`src/rtl/load_store_unit.sv`:
```
`timescale 1ns/1ps
// load_store_unit
// Memory-stage load/store unit for the MIPS pipeline. It takes the M-stage
// address, store data and memory-op code, runs one access on a
// request / address-ok / data-ok data bus, and returns sign- or zero-extended
// load data for writeback. Misaligned halfword/word accesses raise an address
// error instead of touching the bus. The pipeline is stalled while an access
// is outstanding.
//
// Ports:
//   clk, rst                 clock, synchronous active-high reset
//   memenM, memopM, addrM    M-stage memory enable, op code, byte address
//   writedataM, flushM       store source value, M-stage cancel (IDLE only)
//   stall_o                  freeze F..M pipeline registers
//   readdataM                extended load data, valid in DONE
//   adelM, adesM, badaddrM   load/store address error and faulting address
//   bus_err                  one-cycle pulse in DONE after a bus timeout
//   data_req, data_wr, data_size, data_addr, data_wstrb, data_wdata
//                            registered bus request fields
//   data_addr_ok, data_rdata, data_data_ok
//                            bus responses
module load_store_unit #(
  parameter int MAX_WAIT = 255
) (
  input  logic        clk,
  input  logic        rst,
  input  logic        memenM,
  input  logic [2:0]  memopM,
  input  logic [31:0] addrM,
  input  logic [31:0] writedataM,
  input  logic        flushM,
  output logic        stall_o,
  output logic [31:0] readdataM,
  output logic        adelM,
  output logic        adesM,
  output logic [31:0] badaddrM,
  output logic        bus_err,
  output logic        data_req,
  output logic        data_wr,
  output logic [1:0]  data_size,
  output logic [31:0] data_addr,
  output logic [3:0]  data_wstrb,
  output logic [31:0] data_wdata,
  input  logic        data_addr_ok,
  input  logic [31:0] data_rdata,
  input  logic        data_data_ok
);

  // The counter only has to reach MAX_WAIT-1; the access leaves REQ/WAIT
  // on that cycle.
  localparam int CW = (MAX_WAIT < 2) ? 1 : $clog2(MAX_WAIT);

  typedef enum logic [1:0] {IDLE, REQ, WAIT, DONE} lsuStateT;

  lsuStateT      state, nextState;

  logic [CW-1:0] waitCnt;
  logic [2:0]    opReg;
  logic [31:0]   addrReg;
  logic          wrReg;
  logic [1:0]    sizeReg;
  logic [3:0]    wstrbReg;
  logic [31:0]   wdataReg;
  logic [31:0]   rdataReg;
  logic          timedOut;
  logic          reqReg;

  logic          isStoreM;
  logic [1:0]    sizeM;
  logic          misalignM;
  logic          accessErr;
  logic          startAccess;
  logic [3:0]    wstrbM;
  logic [31:0]   wdataM;

  logic          lastBusCycle;
  logic          busDone;
  logic          busTimeout;

  logic [7:0]    loadByte;
  logic [15:0]   loadHalf;
  logic [31:0]   loadData;

  // Decode the incoming M-stage op: access size, alignment check, whether
  // a new access starts this cycle, and the lane-replicated store data.
  // A flushed instruction neither faults nor starts an access.
  always_comb begin
    isStoreM = memopM[2] & (memopM[1] | memopM[0]);
    case (memopM)
      3'b000, 3'b001, 3'b101: sizeM = 2'd0;
      3'b010, 3'b011, 3'b110: sizeM = 2'd1;
      default:                sizeM = 2'd2;
    endcase
    misalignM   = ((sizeM == 2'd1) && addrM[0]) ||
                  ((sizeM == 2'd2) && (addrM[1:0] != 2'b00));
    accessErr   = (state == IDLE) && memenM && !flushM && misalignM;
    startAccess = (state == IDLE) && memenM && !flushM && !misalignM;
    wstrbM      = 4'b0000;
    wdataM      = 32'h0;
    if (isStoreM) begin
      case (sizeM)
        2'd0: begin
          wstrbM = 4'b0001 << addrM[1:0];
          wdataM = {4{writedataM[7:0]}};
        end
        2'd1: begin
          wstrbM = addrM[1] ? 4'b1100 : 4'b0011;
          wdataM = {2{writedataM[15:0]}};
        end
        default: begin
          wstrbM = 4'b1111;
          wdataM = writedataM;
        end
      endcase
    end
  end

  // Bus completion and timeout. A response arriving in the last allowed
  // cycle still counts as a normal completion.
  always_comb begin
    lastBusCycle = (waitCnt == CW'(MAX_WAIT - 1));
    busDone      = ((state == REQ) && data_addr_ok && data_data_ok) ||
                   ((state == WAIT) && data_data_ok);
    busTimeout   = ((state == REQ) || (state == WAIT)) && !busDone && lastBusCycle;
  end

  // State register.
  always_ff @(posedge clk) begin
    if (rst) state <= IDLE;
    else     state <= nextState;
  end

  // Next-state logic. DONE always returns to IDLE so back-to-back ops never
  // overlap on the bus.
  always_comb begin
    nextState = state;
    case (state)
      IDLE: if (startAccess) nextState = REQ;
      REQ: begin
        if (busDone || busTimeout) nextState = DONE;
        else if (data_addr_ok)     nextState = WAIT;
      end
      WAIT: if (busDone || busTimeout) nextState = DONE;
      DONE: nextState = IDLE;
      default: nextState = IDLE;
    endcase
  end

  // Access datapath: latch the request fields at launch so they stay stable
  // through REQ, count bus cycles, and capture load data on completion.
  // data_req is registered from the next state so it is glitch-free.
  always_ff @(posedge clk) begin
    if (rst) begin
      waitCnt  <= '0;
      opReg    <= 3'b000;
      addrReg  <= 32'h0;
      wrReg    <= 1'b0;
      sizeReg  <= 2'd0;
      wstrbReg <= 4'b0000;
      wdataReg <= 32'h0;
      rdataReg <= 32'h0;
      timedOut <= 1'b0;
      reqReg   <= 1'b0;
    end else begin
      reqReg <= (nextState == REQ);
      case (state)
        IDLE: begin
          if (startAccess) begin
            waitCnt  <= '0;
            opReg    <= memopM;
            addrReg  <= addrM;
            wrReg    <= isStoreM;
            sizeReg  <= sizeM;
            wstrbReg <= wstrbM;
            wdataReg <= wdataM;
            rdataReg <= 32'h0;
            timedOut <= 1'b0;
          end
        end
        REQ, WAIT: begin
          waitCnt <= waitCnt + 1'b1;
          if (busDone && !wrReg) rdataReg <= data_rdata;
          if (busTimeout)        timedOut <= 1'b1;
        end
        default: ;
      endcase
    end
  end

  // Pick the addressed byte/half out of the captured word and extend it.
  always_comb begin
    case (addrReg[1:0])
      2'd0:    loadByte = rdataReg[7:0];
      2'd1:    loadByte = rdataReg[15:8];
      2'd2:    loadByte = rdataReg[23:16];
      default: loadByte = rdataReg[31:24];
    endcase
    loadHalf = addrReg[1] ? rdataReg[31:16] : rdataReg[15:0];
    case (opReg)
      3'b000:  loadData = {{24{loadByte[7]}}, loadByte};
      3'b001:  loadData = {24'h0, loadByte};
      3'b010:  loadData = {{16{loadHalf[15]}}, loadHalf};
      3'b011:  loadData = {16'h0, loadHalf};
      default: loadData = rdataReg;
    endcase
  end

  // FSM outputs. The stall covers the launch cycle in IDLE plus every bus
  // cycle; a timed-out access returns zero data.
  always_comb begin
    stall_o   = startAccess || (state == REQ) || (state == WAIT);
    adelM     = accessErr && !isStoreM;
    adesM     = accessErr && isStoreM;
    badaddrM  = accessErr ? addrM : 32'h0;
    bus_err   = (state == DONE) && timedOut;
    readdataM = ((state == DONE) && !timedOut) ? loadData : 32'h0;
  end

  assign data_req   = reqReg;
  assign data_wr    = wrReg;
  assign data_size  = sizeReg;
  assign data_addr  = addrReg;
  assign data_wstrb = wstrbReg;
  assign data_wdata = wdataReg;

endmodule

```
`config.mk`:
```
export PLATFORM = sky130hd
export DESIGN_NAME = load_store_unit
export DESIGN_NICKNAME = d
export VERILOG_FILES = /design/src/rtl/load_store_unit.sv
export SDC_FILE = /design/constraint.sdc
export NUM_CORES = 1
export LEC_CHECK = 0
export CAP_MARGIN = 10
export CORE_MARGIN = 2
export CORE_UTILIZATION = 55
export DETAILED_ROUTE_END_ITERATION = 7
export DONT_BUFFER_PORTS = 1
export PLACE_DENSITY = 0.7
export SYNTH_ARGS = -nofsm -noshare
export SYNTH_HDL_FRONTEND = slang
export SYNTH_SLANG_ARGS = --single-unit
```
`constraint.sdc`:
```
create_clock -name clk -period 6 [get_ports clk]
set_clock_uncertainty 0.05 [all_clocks]
set_input_delay 1.2 -clock clk [delete_from_list [all_inputs] [get_ports clk]]
set_output_delay 1.2 -clock clk [all_outputs]
set_load 0.01 [all_outputs]
```
======== Word level (Yosys, flattened, before mapping) ========
Index checks and enable logic that the tools add are counted.
cells by class
  add/subtract/negate cells ............... 1
  equal/unequal tests ..................... 20
  shifts and indexed selects .............. 1
  muxes and demuxes ....................... 24
  bitwise gates (word level) .............. 2
  reductions and logical operators ........ 42
operators by type and width
  operator                                             number
  two-way mux 32 bit                                   5
  one-hot mux 32 bit (2 select lines)                  2
  one-hot mux 32 bit (4 select lines)                  1
  one-hot mux 8 bit (3 select lines)                   1
  logical AND 1 bit                                    16
  two-way mux 16 bit                                   1
  one-hot mux 8 bit (2 select lines)                   1
  equality test 3 x 2 -> 1 bit, second input constant  4
  adder 8 x 1 -> 8 bit, second input constant          1
  equality test 2 x 1 -> 1 bit, second input constant  4
  equality test 2 bit, second input constant           4
  equality test 8 bit, second input constant           1
  two-way mux 2 bit                                    4
  two-way mux 4 bit                                    2
  two-way mux 8 bit                                    1
  one-hot mux 2 bit (4 select lines)                   1
  one-hot mux 4 bit (2 select lines)                   1
  equality test 3 x 1 -> 1 bit, second input constant  2
  equality test 3 bit, second input constant           2
  logical NOT 1 bit                                    6
  logical NOT 2 bit                                    3
  logical NOT 3 bit                                    2
  logical OR 1 bit                                     6
  inequality test 2 bit, second input constant         3
  11 further kinds                                     16
word-level totals
  register bits ........................... 118
  logic and storage cells ................. 101

======== Longest topological paths before layout ========
  depth after elaboration ................. 11
  mapped depth ............................ 9

======== Least setup slack after synthesis ========
No wires, ideal clock.
  path type ............................... input to output
  from .................................... in memopM[1]
  to ...................................... out adesM
  arrival time ............................ 2,382 ps
  required time ........................... 4,750 ps
  path slack .............................. 2,368 ps
  stages .................................. 6
  path buffers ............................ 2
  path through ............................ buf_4 -> xnor2_2 -> nand3_1 -> a21oi_1 -> clkbuf_1 -> and2_1
on the way
  cells in the longest elaborated chain, start to end .. 8
  elaborated cells on any way between the ends .. 18
  classes of those cells .................. eq/ne (7); mux (1); bitwise (2); reduce/logical (8)
RTL lines
  item                                                                 line    text
  start: declaration                                                   28      input logic [2:0] memopM,
  equality test 3 x 2 -> 1 bit, or another cell as far along           89      case (memopM)
  OR reduction 3 bit                                                   89
  one-hot mux 2 bit (2 select lines)                                   89
  equality test 2 x 1 -> 1 bit or equality test 2 bit (tied branches)  94, 95
  logical AND 1 bit, on equally long branches                          94, 95
  logical OR 1 bit                                                     94      misalignM = ((sizeM == 2'd1) && addrM[0]) ||
  logical AND 1 bit                                                    96      accessErr = (state == IDLE) && memenM && !flushM && misalignM;
  logical AND 1 bit *                                                  213     adesM = accessErr && isStoreM;
  end: declaration                                                     35      output logic adesM,
Every way passes the cells marked *; elsewhere a longest branch is shown, timed or not.

======== Worst setup path in the final report ========
  from .................................... reg addrReg[1] (netlist: data_addr[1])
  to ...................................... out readdataM[24]
on the way
  cells in the longest elaborated chain, start to end .. 4
  elaborated cells on any way between the ends .. 7
  classes of those cells .................. eq/ne (2); mux (4); reduce/logical (1)
RTL lines
  item                                               line  text
  start: declaration                                 59    logic [31:0] addrReg;
  start signal: assignment                           171   addrReg <= addrM;
  equality test 2 bit, or another cell as far along  192   case (addrReg[1:0])
  one-hot mux 8 bit (3 select lines)                 192
  one-hot mux 32 bit (4 select lines) *              199   case (opReg)
  two-way mux 32 bit *                               216   readdataM = ((state == DONE) && !timedOut) ? loadData : 32'h0;
  end: declaration                                   33    output logic [31:0] readdataM,
Marks and branches as above.

==> key figures <==
Run status
  • Outcome: completed

Timing
  • Final Hold Viols: 0
  • Total setup violations reported at the end of the flow: 0
  • Shortest clock period the worst path allows after layout: 4.147 ns
  • Post-route clock period utilization: 0.6912
  • Worst Max-Slew Pin Slew: 1.175 ns
  • Setup repair after global routing missed its margin: false
  • Max-Slew Margin vs Limit: 0.2164
  • Maximum clock frequency: 0.2411 GHz
  • Fin. max-slew vios: 0
  • Summed negative setup slack over all endpoints: 0 ns
  • Setup slack of the critical path after layout: 1.853 ns

Clock tree
  • Post-cts repair resize count: 0
  • H-tree depth: 4
  • Clk sinks: 118
  • Number of hold buffers added after CTS: 0
  • Clock slew seen by the registers of the worst setup and hold paths: 0.06 ns
  • Max Buffers Root-to-Sink: 2
  • Clock latency reported for the late side of the worst-skew pair: 0.50 ns
  • Clock tree from TritonCTS: built
  • CTS buffer count: 17
  • CTS root buf: sky130_fd_sc_hd__clkbuf_8
  • Total setup buffers inserted after CTS: 0

Global routing
  • Global-route total usage across every layer: 0.2720
  • Overflow after GRT: 0
  • Number of global-route vias before repair: 4445
  • Largest net degree at the start of global routing: 51
  • First-pass GRT wire length: 23590 um
  • Number of antenna violations at the first check in global routing: 0

Floorplan
  • Initial core utilization: 0.5655
  • Die Footprint: 0.01082 sq mm
  • Die X-Extent: 104.0 um
  • Top Ports: 245
  • Area inside the core boundary: 0.009729 sq mm
  • Die extent in y: 104.0 um
  • Row cnt: 36

Layout
  • Filler cell count: 857
  • Share of final-layout standard cells stronger than drive strength 1: 0.09076
  • Final net count: 707
  • Number of antenna diodes: 0
  • Area growth, synth to finish: 10.10%
  • Non-filler instance count after layout: 739

Route
  • Uppermost metal layer occupied by signal nets: met4
  • Vias after detailed routing: 4600
  • Routed Antenna Nets: 0
  • Routed wl met3: 1506 um
  • Post-DR vias/cell: 6.225
  • Detailed router's first-iteration violation count: 262
  • DRC violations left: 0
  • Routed wire per std cell: 20.20 um
  • First-pass iteration count of the detailed router: 5
  • Post-Route WL: 14930 um
  • Detailed-routing wirelength on met1: 5804 um
  • Met2 WL post-DR: 7286 um

Synth
  • Simple-gate share of the synthesized area: 0.1785
  • Portion of netlist area occupied by mux cells: 0.03411
  • Fraction of registers with async set/reset: 0
  • Commonest register cell after synthesis: sky130_fd_sc_hd__dfxtp_1
  • Compound-gate portion of the synthesized area: 0.2772
  • Flop and latch count out of synthesis: 118
  • Fraction of the yosys area taken by sequential cells: 0.4294
  • Avg Cell Area, Syn: 8.873 sq um
  • Synth Area in Adders: 0.01819
  • Library cell occupying the most area in the post-synthesis netlist: sky130_fd_sc_hd__dfxtp_1
  • Distinct cell type count after synthesis: 51
  • Syn nets: 733
  • Xor and xnor area share after synthesis: 0.006141
  • Cell area after synthesis: 0.005502 sq mm
  • Gate count of the mapped netlist: 620
  • Count of flip-flops with a built-in enable after synthesis: 0
  • Yosys Warn Count: 0
  • Leading cell types by total area after synthesis: sky130_fd_sc_hd__dfxtp_1 43%, sky130_fd_sc_hd__a22o_1 7.6%, sky130_fd_sc_hd__nand2_1 7.4%
  • Main combinational cell family by area after synthesis: compound AO/OA/AOI/OAI gates
  • Share of the synthesized area in the top cell type: 0.4294

Critical path
  • Buf+Inv Stages, Crit Path: 0
  • WS Path Type: reg -> out
  • Cell chain of the critical path: mux4_2, nand2b_2, a2111oi_4, a21o_1
  • Cell at the slowest stage of the critical path: sky130_fd_sc_hd__a2111oi_4
  • Start point of the critical path: data_addr[1]$_SDFFE_PP0P_
  • Reg-to-reg startpoint: state[1]$_SDFF_PP0_
  • Critical Path End Type: output port
  • Required time at the worst-slack endpoint: 4.75 ns
  • Top fanout value on the critical path: 22
  • Peak per-stage delay on the critical path: 0.90 ns
  • Family of cells with the greatest summed delay on the critical path: compound AO/OA/AOI/OAI gates
  • Endpoint arrival time on the critical path: 2.90 ns
  • Internal reg-to-reg setup slack: 3.14 ns
  • Startpoint type of the worst setup path: flop

Flow run
  • Number of maximum-capacitance violations: 0

Placed design
  • # port buffers: 0
  • Sum of net half-perimeters after detailed placement: 10530 um
  • Global placer's final weighted congestion: 0.8803
  • Post-placement setup slack: 1.883 ns
  • Placed cells: 708

Power and ir drop
  • Power density cells: 345.6 mW/mm^2
  • Worst IR drop on VDD: 0.1805 mV
  • Final Total Pwr: 2.093 mW
  • Leakage Power: 2.301 nW

Min path
  • Type of the most critical hold path: reg -> reg
  • Startpoint of the most critical hold path: rdataReg[9]$_SDFFE_PP0P_
==> through the flow <==
step / hold slack, ns / util / area [sq um]
6_report: 0.4329 / 0.6226 / 6057
5_1_grt: 0.4390 / 0.6226 / 6057
4_1_cts: 0.4346 / 0.6226 / 6057
3_5_place_dp: 0.4146 / 0.5606 / 5454
3_3_place_gp: 0.4167 / 0.5606 / 5454
2_1_floorplan: 0.3991 / - / 5502
==> worst register-to-register path, delay by kind of cell, from the launching register on <==
family	cells	cell delay (ns)
AOI/OAI and AO/OA	2	1.23
and+or+nand+nor	3	0.56
DFF	1	0.44
adders and majority gates	1	0.39
buffers and inverters	1	0.13
==> placed cells by master, fill, tap and decap left out, drive strengths merged, types with 4 or more instances in the layout <==
| master | count |
|---|---|
| nor2b | 7 |
| o221a | 7 |
| bufinv | 4 |
| o2bb2ai | 20 |
| o21ai | 22 |
| mux2i | 12 |
| o211ai | 6 |
| a21o | 21 |
| nand2 | 108 |
| inv | 16 |
| clkbuf | 22 |
| o21a | 4 |
| a21oi | 52 |
| clkinv | 4 |
| o32a | 7 |
| a22o | 48 |
| dfxtp | 118 |
| a221oi | 8 |
| nor2 | 24 |
| mux2 | 4 |
| and2 | 35 |
| nand4 | 6 |
| nand3 | 10 |
| ha | 8 |
==> synthesized netlist by cell type, types with 3 or more instances <==
master and n:
sky130_fd_sc_hd__and2_1 35, sky130_fd_sc_hd__or3_1 3, sky130_fd_sc_hd__clkbuf_1 21, sky130_fd_sc_hd__a221oi_1 8, sky130_fd_sc_hd__mux2_2 4, sky130_fd_sc_hd__o21ai_1 3, sky130_fd_sc_hd__mux2i_1 12, sky130_fd_sc_hd__nand2_1 108
sky130_fd_sc_hd__buf_2 20, sky130_fd_sc_hd__o2bb2ai_1 20, sky130_fd_sc_hd__a21oi_1 52, sky130_fd_sc_hd__and3_1 3, sky130_fd_sc_hd__o221a_2 7, sky130_fd_sc_hd__nor2_1 23, sky130_fd_sc_hd__a22o_1 48, sky130_fd_sc_hd__o21a_1 4
sky130_fd_sc_hd__nand3_1 9, sky130_fd_sc_hd__nor2b_1 7, sky130_fd_sc_hd__buf_6 5, sky130_fd_sc_hd__o32a_1 7, sky130_fd_sc_hd__inv_1 16, sky130_fd_sc_hd__a21o_1 21, sky130_fd_sc_hd__ha_1 8, sky130_fd_sc_hd__dfxtp_1 118
sky130_fd_sc_hd__nand4_1 5, sky130_fd_sc_hd__o211ai_1 5, sky130_fd_sc_hd__o21ai_0 19
==> area by class of cell <==
| cell class | instances | area [sq um] | share of cell area |
|---|---|---|---|
| Multi-Input combinational cell | 437 | 2839 | 0.4687 |
| Sequential cell | 118 | 2362 | 0.3900 |
| Clock buffer | 22 | 452.9 | 0.07478 |
| Tap cell | 133 | 166.4 | 0.02747 |
| Clock inverter | 9 | 150.1 | 0.02479 |
| Inverter | 17 | 63.81 | 0.01054 |
| Timing Repair Buffer | 3 | 22.52 | 0.003718 |
==> layer usage <==
metal	GRT usage	vias to the layer above
li1	-	2165
met1	0.3228	2184
met2	0.4427	222
met3	0.1159	29
met4	0.09266	0
met5	0	-
==> logic make-up (layout without fill, tap and decap cells) <==
group / Yosys count / in the layout
muxes: 17 / 17
buffers and inverters: 65 / 51
AOI/OAI and AO/OA: 205 / 205
adders and majority gates: 8 / 8
and+or+nand+nor: 204 / 204
xor gates and xnor gates: 3 / 3
DFF: 118 / 118
==> flip-flops by register name (all words and copies together), names as in the netlist <==
register,count
data_addr,32
data_wdata,32
waitCnt,8
data_req,1
opReg,3
rdataReg,32
data_wr,1
timedOut,1
data_wstrb,4
data_size,2
state,2
==> final timing paths <==
check | cells after the start | endpoint
max | 4 | readdataM[24]
min | 1 | rdataReg[9]$_SDFFE_PP0P_
max reg2reg | 7 | rdataReg[5]$_SDFFE_PP0P_
min reg2reg | 1 | rdataReg[9]$_SDFFE_PP0P_
==> power by group <==
part	total (mW)	switching, mW	internal, mW
clock network	1.03	0.341	0.691
logic	0.205	0.133	0.0715
registers	0.857	0.0422	0.814
(Power assumes the default switching activity.)
